$ cat src/rtl/iter_counter_pkg.sv
// Shared types and constants for the iteration counter bank.
package iter_counter_pkg;

  typedef enum logic [1:0] {
    ST_IDLE = 2'd0,
    ST_RUN  = 2'd1,
    ST_SAT  = 2'd2
  } state_t;

  localparam logic MODE_SAT  = 1'b0;
  localparam logic MODE_WRAP = 1'b1;

  localparam int unsigned DEFAULT_WIDTH = 24;
  localparam logic [DEFAULT_WIDTH-1:0] DEFAULT_LIMIT = 24'h3FF;

endpackage

$ cat src/rtl/iter_counter_chan.sv
// One iteration counter channel: control FSM, count/limit/mode registers
// and a single alignment stage so count, ovf and busy stay coherent.
module iter_counter_chan
  import iter_counter_pkg::*;
#(
  parameter int unsigned WIDTH = DEFAULT_WIDTH
) (
  input  logic             aclk,
  input  logic             aresetn,
  input  logic             clr,
  input  logic             start,
  input  logic             inc,
  input  logic [WIDTH-1:0] limit,
  input  logic             wrap_mode,
  output logic [WIDTH-1:0] count,
  output logic             ovf,
  output logic             busy
);

  state_t           state;
  logic [WIDTH-1:0] cnt;
  logic [WIDTH-1:0] lim;
  logic             mode;
  logic             ovf_q;

  always_ff @(posedge aclk or negedge aresetn) begin
    if (!aresetn) begin
      state <= ST_IDLE;
      cnt   <= '0;
      lim   <= '0;
      mode  <= MODE_SAT;
      ovf_q <= 1'b0;
      count <= '0;
      ovf   <= 1'b0;
      busy  <= 1'b0;
    end else begin
      // Alignment stage: publishes the internal state from the previous edge.
      count <= cnt;
      ovf   <= ovf_q;
      busy  <= (state == ST_RUN);

      if (clr) begin
        state <= ST_IDLE;
        cnt   <= '0;
        ovf_q <= 1'b0;
      end else if (start) begin
        state <= ST_RUN;
        cnt   <= '0;
        lim   <= limit;
        mode  <= wrap_mode;
        ovf_q <= 1'b0;
      end else begin
        case (state)
          ST_RUN: begin
            if (inc) begin
              if (cnt < lim) begin
                cnt   <= cnt + WIDTH'(1);
                ovf_q <= 1'b0;
              end else if (mode == MODE_WRAP) begin
                cnt   <= '0;
                ovf_q <= 1'b1;
              end else begin
                ovf_q <= 1'b1;
                state <= ST_SAT;
              end
            end else if (mode == MODE_WRAP) begin
              ovf_q <= 1'b0;
            end
          end
          ST_SAT:  state <= ST_SAT;
          default: state <= ST_IDLE;
        endcase
      end
    end
  end

endmodule

$ cat src/rtl/iter_counter_bank.sv
// Bank of independent iteration counters sharing limit, mode and clear.
module iter_counter_bank
  import iter_counter_pkg::*;
#(
  parameter int unsigned WIDTH    = DEFAULT_WIDTH,
  parameter int unsigned CHANNELS = 4
) (
  input  logic                      aclk,
  input  logic                      aresetn,
  input  logic                      clr,
  input  logic [CHANNELS-1:0]       start,
  input  logic [CHANNELS-1:0]       inc,
  input  logic [WIDTH-1:0]          limit,
  input  logic                      wrap_mode,
  output logic [CHANNELS*WIDTH-1:0] counter,
  output logic [CHANNELS-1:0]       ovf,
  output logic [CHANNELS-1:0]       busy
);

  for (genvar c = 0; c < CHANNELS; c++) begin : g_chan
    iter_counter_chan #(
      .WIDTH(WIDTH)
    ) u_chan (
      .aclk      (aclk),
      .aresetn   (aresetn),
      .clr       (clr),
      .start     (start[c]),
      .inc       (inc[c]),
      .limit     (limit),
      .wrap_mode (wrap_mode),
      .count     (counter[c*WIDTH +: WIDTH]),
      .ovf       (ovf[c]),
      .busy      (busy[c])
    );
  end

endmodule

$ cat config.mk
export PLATFORM = sky130hd
export DESIGN_NAME = iter_counter_bank
export DESIGN_NICKNAME = d
export VERILOG_FILES = /design/src/rtl/iter_counter_pkg.sv /design/src/rtl/iter_counter_chan.sv /design/src/rtl/iter_counter_bank.sv
export SDC_FILE = /design/constraint.sdc
export NUM_CORES = 1
export LEC_CHECK = 0
export CAP_MARGIN = 30
export CORE_ASPECT_RATIO = 0.6
export CORE_UTILIZATION = 55
export DETAILED_ROUTE_END_ITERATION = 16
export GPL_ROUTABILITY_DRIVEN = 1
export PLACE_DENSITY = 0.78
export SYNTH_ARGS = -nofsm -noshare
export SYNTH_HDL_FRONTEND = slang
export SYNTH_SLANG_ARGS = --single-unit
$ cat constraint.sdc
create_clock -name aclk -period 3 [get_ports aclk]
set_input_delay 0.3 -clock aclk [delete_from_list [all_inputs] [get_ports aclk]]
set_output_delay 0.3 -clock aclk [all_outputs]
set_load 0.01 [all_outputs]
==> results.toml <==
[placement]
dpl_cell_area_um2 = 16750
place_hpwl_um = 25360
io_buffer_count = 139
gp_congestion = 0.8637

[sta]
rsz0062_at_grt = "no"
setup_tns_ps = 0
finalHoldViolations = 0
finalCritPeriodShare = 0.9471
drv_slew = 0
tightest_slew_ps = 756.7
max_freq_mhz = 351.9
setup-violations-final = 0
relSlewSlack = 0.4956
min_period_ps = 2841
finClkSkew_ps = 10.66
whs_ps = 366.3

[routing]
post_drt_wl_per_cell_um = 18.14
wirelength_um = 35950
drc_errors = 0
first_iter_violations = 935
final_antenna_net_count = 0
num_vias = 11420
dr.pass1.iters = 5
vias_per_cell = 5.763

[floorplan]
die-area_um2 = 27310
die_x_um = 212.7
coreArea_um2 = 25730
std_cell_rows = 45
start_util = 0.5693
die_h_um = 128.4
io_pins = 140

[logic_synthesis]
synth-compound-area-share = 0.1520
yosysTopAreaCellShare = 0.5330
yosys.area_share.simple = 0.1565
async_reset_ff_frac = 1.000
synthTopCellsByCount = "dfrtp_1, nand2_1, inv_1, o21ai_0, ha_1"
synth_fp_nets = 1566
ys_seq_area_frac = 0.5330
synth_top_family_by_area = "simple AND/OR/NAND/NOR gates"
synthCells = 1430
yosysWarnings = 0
synth_area_um2 = 14650
yosys_most_used_dff = "dfrtp_1"
synth_cell_types = 65
synthXorXnorAreaFrac = 0.001196
muxShareOfSynthArea = 0.01965
synth_edf_count = 0
ys_top_cells_by_area = "dfrtp_1, ha_1, nand2_1, o21ai_0, inv_1"
yosys.area.top_type = "dfrtp_1"
yosysMostFrequentCell = "dfrtp_1"
synth-seq-cells = 312
synth.avg_cell_area_um2 = 10.24
synth_fa_ha_area_frac = 0.08542

[power]
power.internal_mw = 6.761
vdd_drop_max_mv = 0.4236
finalPower_mw = 8.964
power.density_nw_per_um2 = 506.5
p_switching_mw = 2.203
switching_share = 0.2458
power_frac_seq = 0.497
p_comb_frac = 0.095
pwr-share-clk = 0.408
leakage_nw = 8.262

[clock_tree]
cts.sinks = 312
cts.clk_slew.worst_paths_ps = 60
cts_root_buf = "clkbuf_16"
ctsHtreeMaxLevel = 1
clk_latency_ps = 550
clockBufferDepth = 3
numCtsBuffers = 29
cts_tree = "done"

[setup_path]
cp-start-kind = "register"
end_kind = "register"
cp_data_required_time_ps = 3430
reg2regPathDepth = 11
critical_path.max_fanout = 24
r2r_start = "g_chan[1].u_chan.lim[21]"
cp-endpoint = "g_chan[1].u_chan.cnt[19]"
rrSetupSlack_ps = 160
critical_path_class = "register to register"
startpoint = "g_chan[1].u_chan.lim[21]"
worst_ep_arrival_time_ps = 3270
r2r-end = "g_chan[1].u_chan.cnt[19]"

[global_routing]
grt_pass1_wl_um = 57930
grt_pass1_vias = 10930
grtUsageTotal = 0.2717
met2_usage = 0.4139
gr-usage-met1 = 0.4013
met3_usage = 0.05785
overflow = 0
grt_max_degree = 96
grt_busiest_layer = "met2"
grt_antenna_before_repair = 0

[worst_hold_path]
hp-class = "input port to async pin"

[layout]
area_growth_syn_to_layout_pct = 20.82
n_fill_cell = 1922
drive_above_1_share = 0.09521
layout.nets = 1744
finalInstanceArea_um2 = 17700

[job]
maxCapViolCount = 0

[outcome]
status = "complete, no violations"
[how the worst min path moves through the flow]
stage,start,slack [ps],endpoint
6_report,aresetn,370,g_chan[3].u_chan.count[17]
5_1_grt,g_chan[3].u_chan.ovf_q,420,g_chan[3].u_chan.ovf
4_1_cts,g_chan[3].u_chan.ovf_q,390,g_chan[3].u_chan.ovf
3_5_place_dp,aresetn,380,g_chan[3].u_chan.count[17]
3_3_place_gp,aresetn,380,g_chan[3].u_chan.count[18]
2_1_floorplan,aresetn,4,g_chan[0].u_chan.busy
[registers in the layout, indices dropped and copies added (netlist names)]
name	count
g_chan.u_chan.mode	4
g_chan.u_chan.state	8
g_chan.u_chan.count	96
g_chan.u_chan.ovf	4
g_chan.u_chan.cnt	96
g_chan.u_chan.busy	4
g_chan.u_chan.ovf_q	4
g_chan.u_chan.lim	96
[what timing repair did]
item | 4_1_cts | 5_1_grt
endpoints found under the setup margin | 0 | 7
endpoints found under the hold margin | 89 | 0
resized for setup | 0 | 1
hold buffers | 1 | 0
setup buffers | 0 | 0
[metal layers]
layer	vias up	wire length [um]	part of all wire
met2	391	16020	0.45
met1	5582	16440	0.46
met5	-	0	0
met3	52	2793	0.078
li1	5391	-	-
met4	0	690	0.019
[area by class of cell]
type	instances	area, um^2	area share
clock buffer	42	824.5	0.04659
clock inverter	9	101.3	0.005727
timing repair buffer	201	1931	0.1091
sequential	312	7807	0.4412
tap	352	440.4	0.02489
inverter	132	495.5	0.02800
antenna	1	2.502	0.0001414
multi-input combinational	932	6095	0.3444
[per-stage QoR]
stage	setup slack (ps)	utilization	cells
after floorplan	532.7	-	1430
after global placement	-17.47	0.6507	1927
after detailed placement	80.89	0.6511	1928
after CTS	105.0	0.6875	1980
after global routing	18.82	0.6877	1980
final	158.6	0.6878	1981
[logic make-up (layout without fill, tap and decap cells)]
| kind of cell | Yosys count | after routing |
|---|---|---|
| mux | 28 | 28 |
| xor+xnor | 2 | 2 |
| flops | 312 | 312 |
| buf+inv | 186 | 384 |
| compound gates | 332 | 332 |
| fa+ha+maj | 100 | 100 |
| simple gates | 470 | 470 |
| other cells | 0 | 1 |
[critical path, stage by stage, from the launching register on]
cell,delay [ps]
dfrtp_1,330
inv_1,50
ha_1,310
a21oi_1,150
o21ai_1,90
nor4_2,320
buf_4,180
o211ai_4,70
buf_4,190
a221o_2,540
a21o_1,240
a22o_1,230
[cells in the final DEF (no fill, tap or decap), types with 4 or more instances in the layout]
| cell type | count |
|---|---|
| a21o_1 | 17 |
| a221o_1 | 10 |
| nor3_1 | 17 |
| clkdlybuf4s50_1 | 138 |
| a22o_1 | 17 |
| buf_12 | 5 |
| nand2b_1 | 7 |
| nor2b_2 | 4 |
| nand4_1 | 22 |
| and3_1 | 30 |
| nor4_1 | 12 |
| clkinv_2 | 5 |
| clkbuf_8 | 5 |
| clkbuf_1 | 8 |
| a211o_1 | 4 |
| mux2_2 | 6 |
| or2_2 | 4 |
| mux2i_1 | 22 |
| o311ai_2 | 14 |
| a211oi_1 | 10 |
| o21ai_0 | 118 |
| dfrtp_1 | 312 |
| ha_1 | 100 |
| nor2_1 | 44 |
| or3_1 | 5 |
| o211ai_1 | 4 |
| and2_1 | 9 |
| a21oi_1 | 74 |
| and4_1 | 7 |
| nand2_1 | 217 |
| clkbuf_16 | 29 |
| nand3_1 | 73 |
| nor4_4 | 4 |
| a311oi_1 | 5 |
| o21bai_1 | 6 |
| buf_4 | 55 |
| inv_1 | 132 |
| o311ai_0 | 10 |
| o21ai_1 | 13 |
[power groups by stage]
stage | sequential (mW) | clock, mW | combinational (mW)
global placement | 4.52 | 0 | 0.806
detailed placement | 4.53 | 0 | 0.847
floorplan | 4.51 | 0 | 0.492
global route | 4.47 | 3.89 | 0.970
finish | 4.45 | 3.66 | 0.856
CTS | 4.45 | 3.71 | 0.858
No activity file was read; power rests on OpenSTA's default activity.
